--- src/rtl/game_pkg.sv ---
// Shared encodings for the match controller: one-hot actions, health levels, FSM states, winner codes.
// Pure definitions; no logic, no latency, no flow control.
package game_pkg;

    localparam logic [5:0] ACT_GO_RIGHT = 6'b100000;
    localparam logic [5:0] ACT_GO_LEFT  = 6'b010000;
    localparam logic [5:0] ACT_WAIT     = 6'b001000;
    localparam logic [5:0] ACT_JUMP     = 6'b000100;
    localparam logic [5:0] ACT_KICK     = 6'b000010;
    localparam logic [5:0] ACT_PUNCH    = 6'b000001;

    localparam logic [1:0] ZERO  = 2'd0;
    localparam logic [1:0] ONE   = 2'd1;
    localparam logic [1:0] TWO   = 2'd2;
    localparam logic [1:0] THREE = 2'd3;

    typedef enum logic [2:0] {
        ST_IDLE       = 3'd0,
        ST_COUNTDOWN  = 3'd1,
        ST_FIGHT      = 3'd2,
        ST_ROUND_END  = 3'd3,
        ST_MATCH_OVER = 3'd4
    } state_t;

    localparam logic [1:0] WIN_NONE  = 2'b00;
    localparam logic [1:0] WIN_LEFT  = 2'b01;
    localparam logic [1:0] WIN_RIGHT = 2'b10;
    localparam logic [1:0] WIN_DRAW  = 2'b11;

    function automatic logic is_onehot(input logic [5:0] a);
        return (a != 6'd0) && ((a & (a - 6'd1)) == 6'd0);
    endfunction

endpackage

--- src/rtl/action_sampler.sv ---
// Per-player hold register: latches the last clean one-hot action seen during FIGHT.
// Latency 1 cycle; no backpressure. A tick consumes the hold (back to WAIT) unless a new action arrives that cycle.
module action_sampler
    import game_pkg::*;
(
    input  logic       clk,
    input  logic       rst,
    input  logic       fight,
    input  logic       tick,
    input  logic [5:0] act,
    output logic [5:0] hold
);

    // A one-hot action on the tick cycle is kept for the following step.
    always_ff @(posedge clk) begin
        if (rst || !fight)
            hold <= ACT_WAIT;
        else if (is_onehot(act))
            hold <= act;
        else if (tick)
            hold <= ACT_WAIT;
    end

endmodule

--- src/rtl/match_controller.sv ---
// Round/match sequencer for a two-player fighting game; issues registered actions on each FIGHT tick.
// Latency: cmd/step one cycle after a FIGHT tick; no backpressure. Optional macro ROUND_TIMEOUT_EN enables round timeout.
module match_controller
    import game_pkg::*;
#(
    parameter int COUNTDOWN_TICKS = 3,
    parameter int ROUND_TICKS     = 30,
    parameter int WINS_TO_MATCH   = 2
) (
    input  logic       clk,
    input  logic       rst,
    input  logic       start,
    input  logic       tick,
    input  logic [5:0] left_in,
    input  logic [5:0] right_in,
    input  logic [1:0] left_health,
    input  logic [1:0] right_health,
    output logic [5:0] left_cmd,
    output logic [5:0] right_cmd,
    output logic       step,
    output logic       round_rst,
    output logic [2:0] state,
    output logic [1:0] left_wins,
    output logic [1:0] right_wins,
    output logic [5:0] timer,
    output logic [1:0] winner
);

    state_t     state_q, state_nxt;
    logic [7:0] cnt;
    logic [5:0] left_hold, right_hold;
    logic       fight, fight_tick, ko, timeout;
    logic       new_match, go_countdown, end_round;
    logic [1:0] round_res;

    assign state      = state_q;
    assign fight      = (state_q == ST_FIGHT);
    assign fight_tick = fight && tick;
    assign ko         = !step && ((left_health == ZERO) || (right_health == ZERO));
`ifdef ROUND_TIMEOUT_EN
    assign timeout    = (timer == 6'd0);
`else
    assign timeout    = 1'b0;
`endif

    action_sampler u_left  (.clk(clk), .rst(rst), .fight(fight), .tick(tick), .act(left_in),  .hold(left_hold));
    action_sampler u_right (.clk(clk), .rst(rst), .fight(fight), .tick(tick), .act(right_in), .hold(right_hold));

    always_ff @(posedge clk) begin
        if (rst) state_q <= ST_IDLE;
        else     state_q <= state_nxt;
    end

    always_comb begin
        state_nxt    = state_q;
        new_match    = 1'b0;
        go_countdown = 1'b0;
        end_round    = 1'b0;
        round_res    = WIN_NONE;
        case (state_q)
            ST_IDLE, ST_MATCH_OVER: begin
                if (start) begin
                    state_nxt    = ST_COUNTDOWN;
                    new_match    = 1'b1;
                    go_countdown = 1'b1;
                end
            end
            ST_COUNTDOWN: begin
                if (tick && cnt == 8'(COUNTDOWN_TICKS - 1))
                    state_nxt = ST_FIGHT;
            end
            ST_FIGHT: begin
                // KO outranks timeout when both happen together.
                if (ko) begin
                    state_nxt = ST_ROUND_END;
                    end_round = 1'b1;
                    if (left_health == ZERO && right_health == ZERO) round_res = WIN_DRAW;
                    else if (right_health == ZERO)                   round_res = WIN_LEFT;
                    else                                             round_res = WIN_RIGHT;
                end else if (timeout) begin
                    state_nxt = ST_ROUND_END;
                    end_round = 1'b1;
                    if (left_health > right_health)      round_res = WIN_LEFT;
                    else if (left_health < right_health) round_res = WIN_RIGHT;
                    else                                 round_res = WIN_DRAW;
                end
            end
            ST_ROUND_END: begin
                if (tick && cnt == 8'd1) begin
                    if (left_wins == 2'(WINS_TO_MATCH) || right_wins == 2'(WINS_TO_MATCH)) begin
                        state_nxt = ST_MATCH_OVER;
                    end else begin
                        state_nxt    = ST_COUNTDOWN;
                        go_countdown = 1'b1;
                    end
                end
            end
            default: state_nxt = ST_IDLE;
        endcase
    end

    always_ff @(posedge clk) begin
        if (rst) begin
            cnt        <= 8'd0;
            left_cmd   <= ACT_WAIT;
            right_cmd  <= ACT_WAIT;
            step       <= 1'b0;
            round_rst  <= 1'b0;
            left_wins  <= 2'd0;
            right_wins <= 2'd0;
            timer      <= 6'd0;
            winner     <= WIN_NONE;
        end else begin
            round_rst <= go_countdown;
            // A tick that also ends the round is not turned into a step.
            step      <= fight_tick && (state_nxt == ST_FIGHT);

            if (state_nxt != state_q)
                cnt <= 8'd0;
            else if (tick && (state_q == ST_COUNTDOWN || state_q == ST_ROUND_END))
                cnt <= cnt + 8'd1;

            if (state_nxt != ST_FIGHT) begin
                left_cmd  <= ACT_WAIT;
                right_cmd <= ACT_WAIT;
            end else if (fight_tick) begin
                left_cmd  <= left_hold;
                right_cmd <= right_hold;
            end

            if (new_match) begin
                left_wins  <= 2'd0;
                right_wins <= 2'd0;
            end else if (end_round) begin
                if (round_res == WIN_LEFT && left_wins != 2'd3)   left_wins  <= left_wins + 2'd1;
                if (round_res == WIN_RIGHT && right_wins != 2'd3) right_wins <= right_wins + 2'd1;
            end

            if (new_match)
                winner <= WIN_NONE;
            else if (state_q == ST_ROUND_END && state_nxt == ST_MATCH_OVER)
                winner <= (left_wins == 2'(WINS_TO_MATCH)) ? WIN_LEFT : WIN_RIGHT;

            if (new_match)
                timer <= 6'd0;
            else if (state_q == ST_COUNTDOWN && state_nxt == ST_FIGHT)
                timer <= 6'(ROUND_TICKS);
`ifdef ROUND_TIMEOUT_EN
            else if (fight_tick && timer != 6'd0)
                timer <= timer - 6'd1;
`endif
        end
    end

endmodule

--- config.mk ---
export PLATFORM = sky130hd
export DESIGN_NAME = match_controller
export DESIGN_NICKNAME = d
export VERILOG_FILES = /design/src/rtl/game_pkg.sv /design/src/rtl/action_sampler.sv /design/src/rtl/match_controller.sv
export SDC_FILE = /design/constraint.sdc
export NUM_CORES = 1
export LEC_CHECK = 0
export ABC_AREA = 1
export CORE_UTILIZATION = 50
export DETAILED_ROUTE_END_ITERATION = 16
export GPL_TIMING_DRIVEN = 0
export PLACE_DENSITY = 0.76
export SLEW_MARGIN = 40
export SYNTH_ARGS = -nofsm -noshare
export SYNTH_HDL_FRONTEND = slang
export SYNTH_SLANG_ARGS = --single-unit
--- constraint.sdc ---
create_clock -name clk -period 1.8 [get_ports clk]
set_input_delay 0.18 -clock clk [delete_from_list [all_inputs] [get_ports clk]]
set_output_delay 0.18 -clock clk [all_outputs]
set_load 0.03 [all_outputs]
==> results.toml, run 1 <==
[sta]
finClkSkew_ns = 0.003648
hold_violations = 0
whs_ns = 0.3251
slew_violations = 0
fmax_mhz = 596.7
setup_viol = 0
fin_crit_ns = 1.676
finalCritPeriodShare_pct = 93.10

[place]
dp_hpwl_um = 3565
port_buffers = 45
place_congestion = 0.8303

[logic_synthesis]
yosysUniqueCellTypes = 31
synth.most_common_cell = "nand2_1"
synthArstFlopShare_pct = 0
yosysSeqAreaShare_pct = 39.05
synth_area_leaders = "dfxtp_1, nand2_1, inv_1, nand3_1, nor2_1"
synth_common_cells = "nand2_1, inv_1, dfxtp_1"
netlist_instances = 314
syn-cell-area_um2 = 2256
synth_top_cell_area_share_pct = 39.05
yosysWarnings = 0
avgSynthCellArea_um2 = 7.184
synth_edf_count = 0
synth_ff_type = "dfxtp_1"
synth_top_area_cell = "dfxtp_1"
ys_ff_latch = 44

[routing]
wirelength_um = 4593
vias = 2067
drc = 0
ant_nets = 0
post_drt_wl_per_cell_um = 10.96
drt_iter0_drc = 113
vias_per_cell = 4.933
firstDrtPassIters = 4

[critical_path]
critPathBufInv = 2
worst-setup-path-type = "reg2out"
crit_family = "buffers and inverters"
critPathLaunchType = "flop"
slowest_stage = "clkdlybuf4s50_1"
end_kind = "output port"
reg2reg_slack_ns = 0.14
cp.required_ns = 1.62
path_cells = "buf_4 -> clkdlybuf4s50_1"
cp_max_fo = 5
critPathArrivalTime_ns = 1.50
slowest_delay_ns = 0.65

[global_routing]
antenna_found_initial = 0
grt-ovfl-total = 0
first_global_vias = 1849
grt_first_pass_wirelength_um = 7879
grt_max_degree = 13
track_usage_pct = 20.04

[clock_tree]
cts_sinks = 44
cts.reportedPaths.clkPinSlew_ns = 0.08
cts_tree = "done"
worstSkewPairLatency_ns = 0.29
cts_root_buf = "clkbuf_8"
cts_buffer_depth = 2
cts-buffers-inserted = 5
cts_max_level = 2
post_cts_buffers = 0

[final_layout]
final_util_pct = 65.69
areaGrowthSynthToFinish_pct = 26.79
drive_gt1_share_pct = 11.17
final_nets = 394
n_antenna_cell = 0

[power_and_ir_drop]
powerDensity_nw_per_um2 = 605.7
vdd_drop_max_mv = 0.3467
share_comb_of_total_power_pct = 10.0
switching_power_uw = 420.0
seqPwrFrac_pct = 56.7
pwr-share-clk_pct = 33.3
sw_frac_of_total_pct = 24.24
internal_power_mw = 1.313
cellLeakagePower_nw = 1.168

[floorplanning]
start_util_pct = 51.81
num_io_pins = 49
die_h_um = 69.17
row_count = 24
die_w_um = 69.17
die_area_um2 = 4784
core_area_um2 = 4354

[outcome]
status = "finished, final reports clean"

[job]
cap_violations = 0

[hold_path]
hp-class = "in2reg"
-- worst reg2reg max path, delay by kind of cell (launching register included) --
kind / cells / cell delay, ns
flops: 1 / 0.38
buf+inv: 1 / 0.05
simple gates: 7 / 0.84
compound gates: 1 / 0.12
fa+ha+maj: 1 / 0.17
-- per-stage QoR --
stage | power [mW] | setup TNS, ns | instance area, um^2 | cells | setup slack, ns
global route | 1.812 | -0.002023 | 2860 | 419 | -0.002023
finish | 1.733 | 0 | 2860 | 419 | 0.1241
global placement | 1.173 | 0 | 2775 | 412 | 0.02160
detailed placement | 1.177 | 0 | 2775 | 412 | 0.001531
CTS | 1.747 | 0 | 2853 | 419 | 0.06402
floorplan | 1.103 | 0 | 2260 | 315 | 0.1792
-- cell families after synthesis --
| logic type | Yosys count | share of synthesized area, % |
|---|---|---|
| simple gates | 151 | 30.84 |
| xor+xnor | 8 | 3.106 |
| other cells | 1 | 0.1662 |
| fa+ha+maj | 7 | 3.882 |
| compound gates | 41 | 10.98 |
| flops | 44 | 39.05 |
| mux | 1 | 0.4991 |
| buf+inv | 61 | 11.48 |
-- sequential cells by signal, summed over array words and instances, names as in the netlist --
signal,cells
left_cmd,6
state,3
u_left.hold,6
winner,2
right_cmd,6
step,1
round_rst,1
cnt,8
right_wins,2
u_right.hold,6
left_wins,2
timer,1
-- power by group through the flow --
stage | combinational [mW] | sequential, mW | clock [mW]
CTS | 0.172 | 0.982 | 0.592
global placement | 0.168 | 1.01 | 0
global route | 0.192 | 0.984 | 0.637
finish | 0.173 | 0.983 | 0.577
detailed placement | 0.171 | 1.01 | 0
floorplan | 0.0919 | 1.01 | 0
-- per-layer routing --
metal / wire (um) / track usage, % / vias up
met5: 0 / 0 / -
met4: 94 / 7.937 / 0
met3: 215 / 4.360 / 9
met2: 2123 / 33.12 / 59
met1: 2159 / 25.39 / 912
li1: - / - / 1087
-- worst paths after layout --
kind	startpoint	end	depth (start not counted)
worst min-delay path	tick	right_cmd[5]	4
worst max register to register	cnt[0]	cnt[5]	10
worst min register to register	left_cmd[5]	left_cmd[5]	2
worst max-delay path	timer[1]	timer[3]	2
-- cell type report --
class                      instances  area (um^2)
fill                             401         1494
multi-input combinational        210         1125
sequential                        44        883.3
timing repair buffer              45        450.4
inverter                          51        191.4
clock buffer                       6        72.57
buffer                            10        67.56
tap                               52        65.06
clock inverter                     1        5.005
-- cell usage in the layout (no fill, tap or decap), types with 4 or more instances in the layout --
cell,n
buf_4,6
ha_1,7
nand2_1,64
nand3_2,4
a21oi_2,9
dfxtp_1,42
xor2_1,8
clkbuf_8,5
nor2_2,5
nor2_1,36
clkdlybuf4s50_1,45
nand4_1,6
nand3_1,27
inv_1,48
clkbuf_1,4
a21oi_1,18
o21ai_0,9
-- timing repair --
item | CTS | global route
hold buffers | 0 | 0
resized for setup | 0 | 4
setup endpoints to repair | 0 | 18
Note: power is estimated with default switching activity, not from simulation.
==> run 2, diff against run 1 <==
--- a/config.mk
+++ b/config.mk
@@ -6,11 +6,13 @@
 export NUM_CORES = 1
 export LEC_CHECK = 0
 export ABC_AREA = 1
-export CORE_UTILIZATION = 50
+export CORE_UTILIZATION = 52
 export DETAILED_ROUTE_END_ITERATION = 16
 export GPL_TIMING_DRIVEN = 0
-export PLACE_DENSITY = 0.76
+export PLACE_DENSITY = 0.77
+export RECOVER_POWER = 25
 export SLEW_MARGIN = 40
 export SYNTH_ARGS = -nofsm -noshare
 export SYNTH_HDL_FRONTEND = slang
+export SYNTH_HIERARCHICAL = 1
 export SYNTH_SLANG_ARGS = --single-unit
==> results.toml, run 2 <==
[place]
dp_worst_setup_slack_ns = -0.2818
place_congestion = 0.8233
port_buffers = 46
dp_hpwl_um = 3657

[routing]
drc = 0
wirelength_um = 5030
post_drt_wl_per_cell_um = 11.35
vias = 2219
ant_nets = 0
firstDrtPassIters = 4
drt_iter0_drc = 91
vias_per_cell = 5.009

[floorplanning]
num_io_pins = 49
die_h_um = 71.49
core_area_um2 = 4504
start_util_pct = 55.75
die_area_um2 = 5111
die_w_um = 71.49
row_count = 24

[logic_synthesis]
netlist_instances = 331
yosysSeqAreaShare_pct = 35.08
yosysUniqueCellTypes = 31
synth_ff_type = "dfxtp_1"
avgSynthCellArea_um2 = 7.587
synth.most_common_cell = "nand2_1"
synthArstFlopShare_pct = 0
yosysWarnings = 6
synth_edf_count = 0
synth_area_leaders = "dfxtp_1, nand2_1, nor2_1, inv_1, mux2_4"
synth_top_cell_area_share_pct = 35.08
synth_common_cells = "nand2_1, dfxtp_1, nor2_1"
syn-cell-area_um2 = 2511
ys_ff_latch = 44
synth_top_area_cell = "dfxtp_1"

[clock_tree]
cts_max_level = 2
cts_buffer_depth = 2
worstSkewPairLatency_ns = 0.29
cts_root_buf = "clkbuf_8"
cts-buffers-inserted = 5
cts_tree = "done"
ctsHoldBuffers = 0
cts.reportedPaths.clkPinSlew_ns = 0.07
cts_sinks = 44

[critical_path]
critPathArrivalTime_ns = 1.94
cp.required_ns = 2.03
critPathLaunchType = "flop"
rr_startpoint = "cnt[1]"
cp_max_fo = 6
worst-setup-path-type = "reg2reg"
reg2reg_slack_ns = 0.1
reg2regPathDepth = 11
end_kind = "flop"
r2r_end = "left_cmd[1]"

[hold_path]
hp-class = "reg2reg"
hold_path_depth = 2
hold_start = "winner[0]"
min_to = "winner[0]"

[sta]
hold_violations = 0
tightest_slew_ns = 0.5652
fmax_mhz = 587.8
fin_crit_ns = 1.701
fin_ws_ns = 0.09878
fin_setup_tns_ns = 0
slew_violations = 0
setup_viol = 0
finClkSkew_ns = 0.002283
max_slew_margin_pct = 61.97
finalCritPeriodShare_pct = 94.51

[global_routing]
grt-ovfl-total = 0
antenna_found_initial = 0
grt_max_degree = 12
first_global_vias = 1967
track_usage_pct = 20.33
grt_first_pass_wirelength_um = 8349

[outcome]
status = "finished, final reports clean"

[power_and_ir_drop]
powerDensity_nw_per_um2 = 578.4
power_mw = 1.889
cellLeakagePower_nw = 1.376
pwr-share-clk_pct = 29.3
switching_power_uw = 522.0
seqPwrFrac_pct = 52.9
vdd_drop_max_mv = 0.4483
internal_power_mw = 1.367
share_comb_of_total_power_pct = 17.7
sw_frac_of_total_pct = 27.63

[final_layout]
num-fill-cells = 386
final_cell_mix = "nand2_1, dfxtp_1, clkdlybuf4s50_1"
final_util_pct = 72.50
drive_gt1_share_pct = 24.55
top_register = "cnt"
regArea_um2 = 889.6
final_nets = 420
multi_input_area_um2 = 1408
areaGrowthSynthToFinish_pct = 30.04
final_common_cell = "nand2_1"
largest_reg_flops = 8
n_antenna_cell = 0

[job]
cap_violations = 0
-- run 2: changes by cell type in the layout (fill, tap and decap cells not counted), sizes merged, moves of 2 or more --
cell           before  now
o21ai              10    4
a21oi              27   20
nand3              31   22
clkinv              2    8
mux2i               0    2
dlygate4sd3         0    4
mux2                1   10
buf                 7   14
clkdlybuf4s50      45   41
clkbuf              9    6
inv                50   52
nor2               42   57
nand4               6   15
-- run 2: what timing repair did --
item | 4_1_cts | 5_1_grt
setup buffers | 0 | 7
resized for setup | 0 | 26
endpoints found under the setup margin | 0 | 19
hold endpoints to repair | 0 | 0
-- run 2: cell families after synthesis --
| family | after synthesis | share of synthesized area, % |
|---|---|---|
| flops | 44 | 35.08 |
| fa+ha+maj | 7 | 3.488 |
| other cells | 1 | 0.1493 |
| mux | 12 | 6.328 |
| buf+inv | 67 | 11.36 |
| xor+xnor | 7 | 2.442 |
| compound gates | 25 | 5.232 |
| simple gates | 168 | 35.92 |
-- run 2: cell type report --
cell class,instances,share of cell area (%)
buffer,7,2.107
clock buffer,5,2.107
inverter,60,6.897
multi-input combinational,221,43.10
sequential,44,27.24
tap,52,1.992
timing repair buffer,54,16.55
-- run 2: metal layers --
| metal | part of all wire, % | track usage [%] |
|---|---|---|
| met5 | 0 | 0 |
| met1 | 44 | 25.37 |
| met4 | 0.85 | 5.882 |
| met2 | 50 | 34.29 |
| met3 | 5.0 | 5.907 |
-- run 2: per-stage QoR --
step | cells | area (um^2) | hold slack, ns
6_report | 443 | 3266 | 0.4666
5_1_grt | 443 | 3266 | 0.5011
4_1_cts | 435 | 3109 | 0.4676
3_5_place_dp | 430 | 3040 | 0.4556
3_3_place_gp | 430 | 3040 | 0.4540
2_1_floorplan | 332 | 2515 | 0.2491
-- run 2: worst max path at each step --
stage	slack (ns)	end	start
after floorplan	0.12	left_cmd[0]	left_wins[1]
after global routing	-0.02	left_cmd[4]	cnt[0]
after CTS	0.01	right_cmd[0]	tick
final	0.1	left_cmd[1]	cnt[1]
after detailed placement	-0.28	right_cmd[0]	tick
after global placement	-0.25	right_cmd[0]	tick
-- run 2: power by group through the flow --
stage               clock network (mW)  registers (mW)  logic (mW)
CTS                              0.575           0.998       0.310
global placement                     0            1.02       0.304
global route                     0.608            1.00       0.368
finish                           0.554            1.00       0.335
floorplan                            0            1.03       0.192
detailed placement                   0            1.02       0.308
-- run 2: worst max-delay path, stage by stage (launching register included) --
cell and delay [ns]:
dfxtp_4 0.37, inv_2 0.07, ha_4 0.12, nand2_2 0.07, nor2_4 0.12, nand3_2 0.11, a21oi_4 0.21, nand2_2 0.10
nor2_4 0.16, nand2_4 0.09, clkbuf_16 0.17, nor2_2 0.07
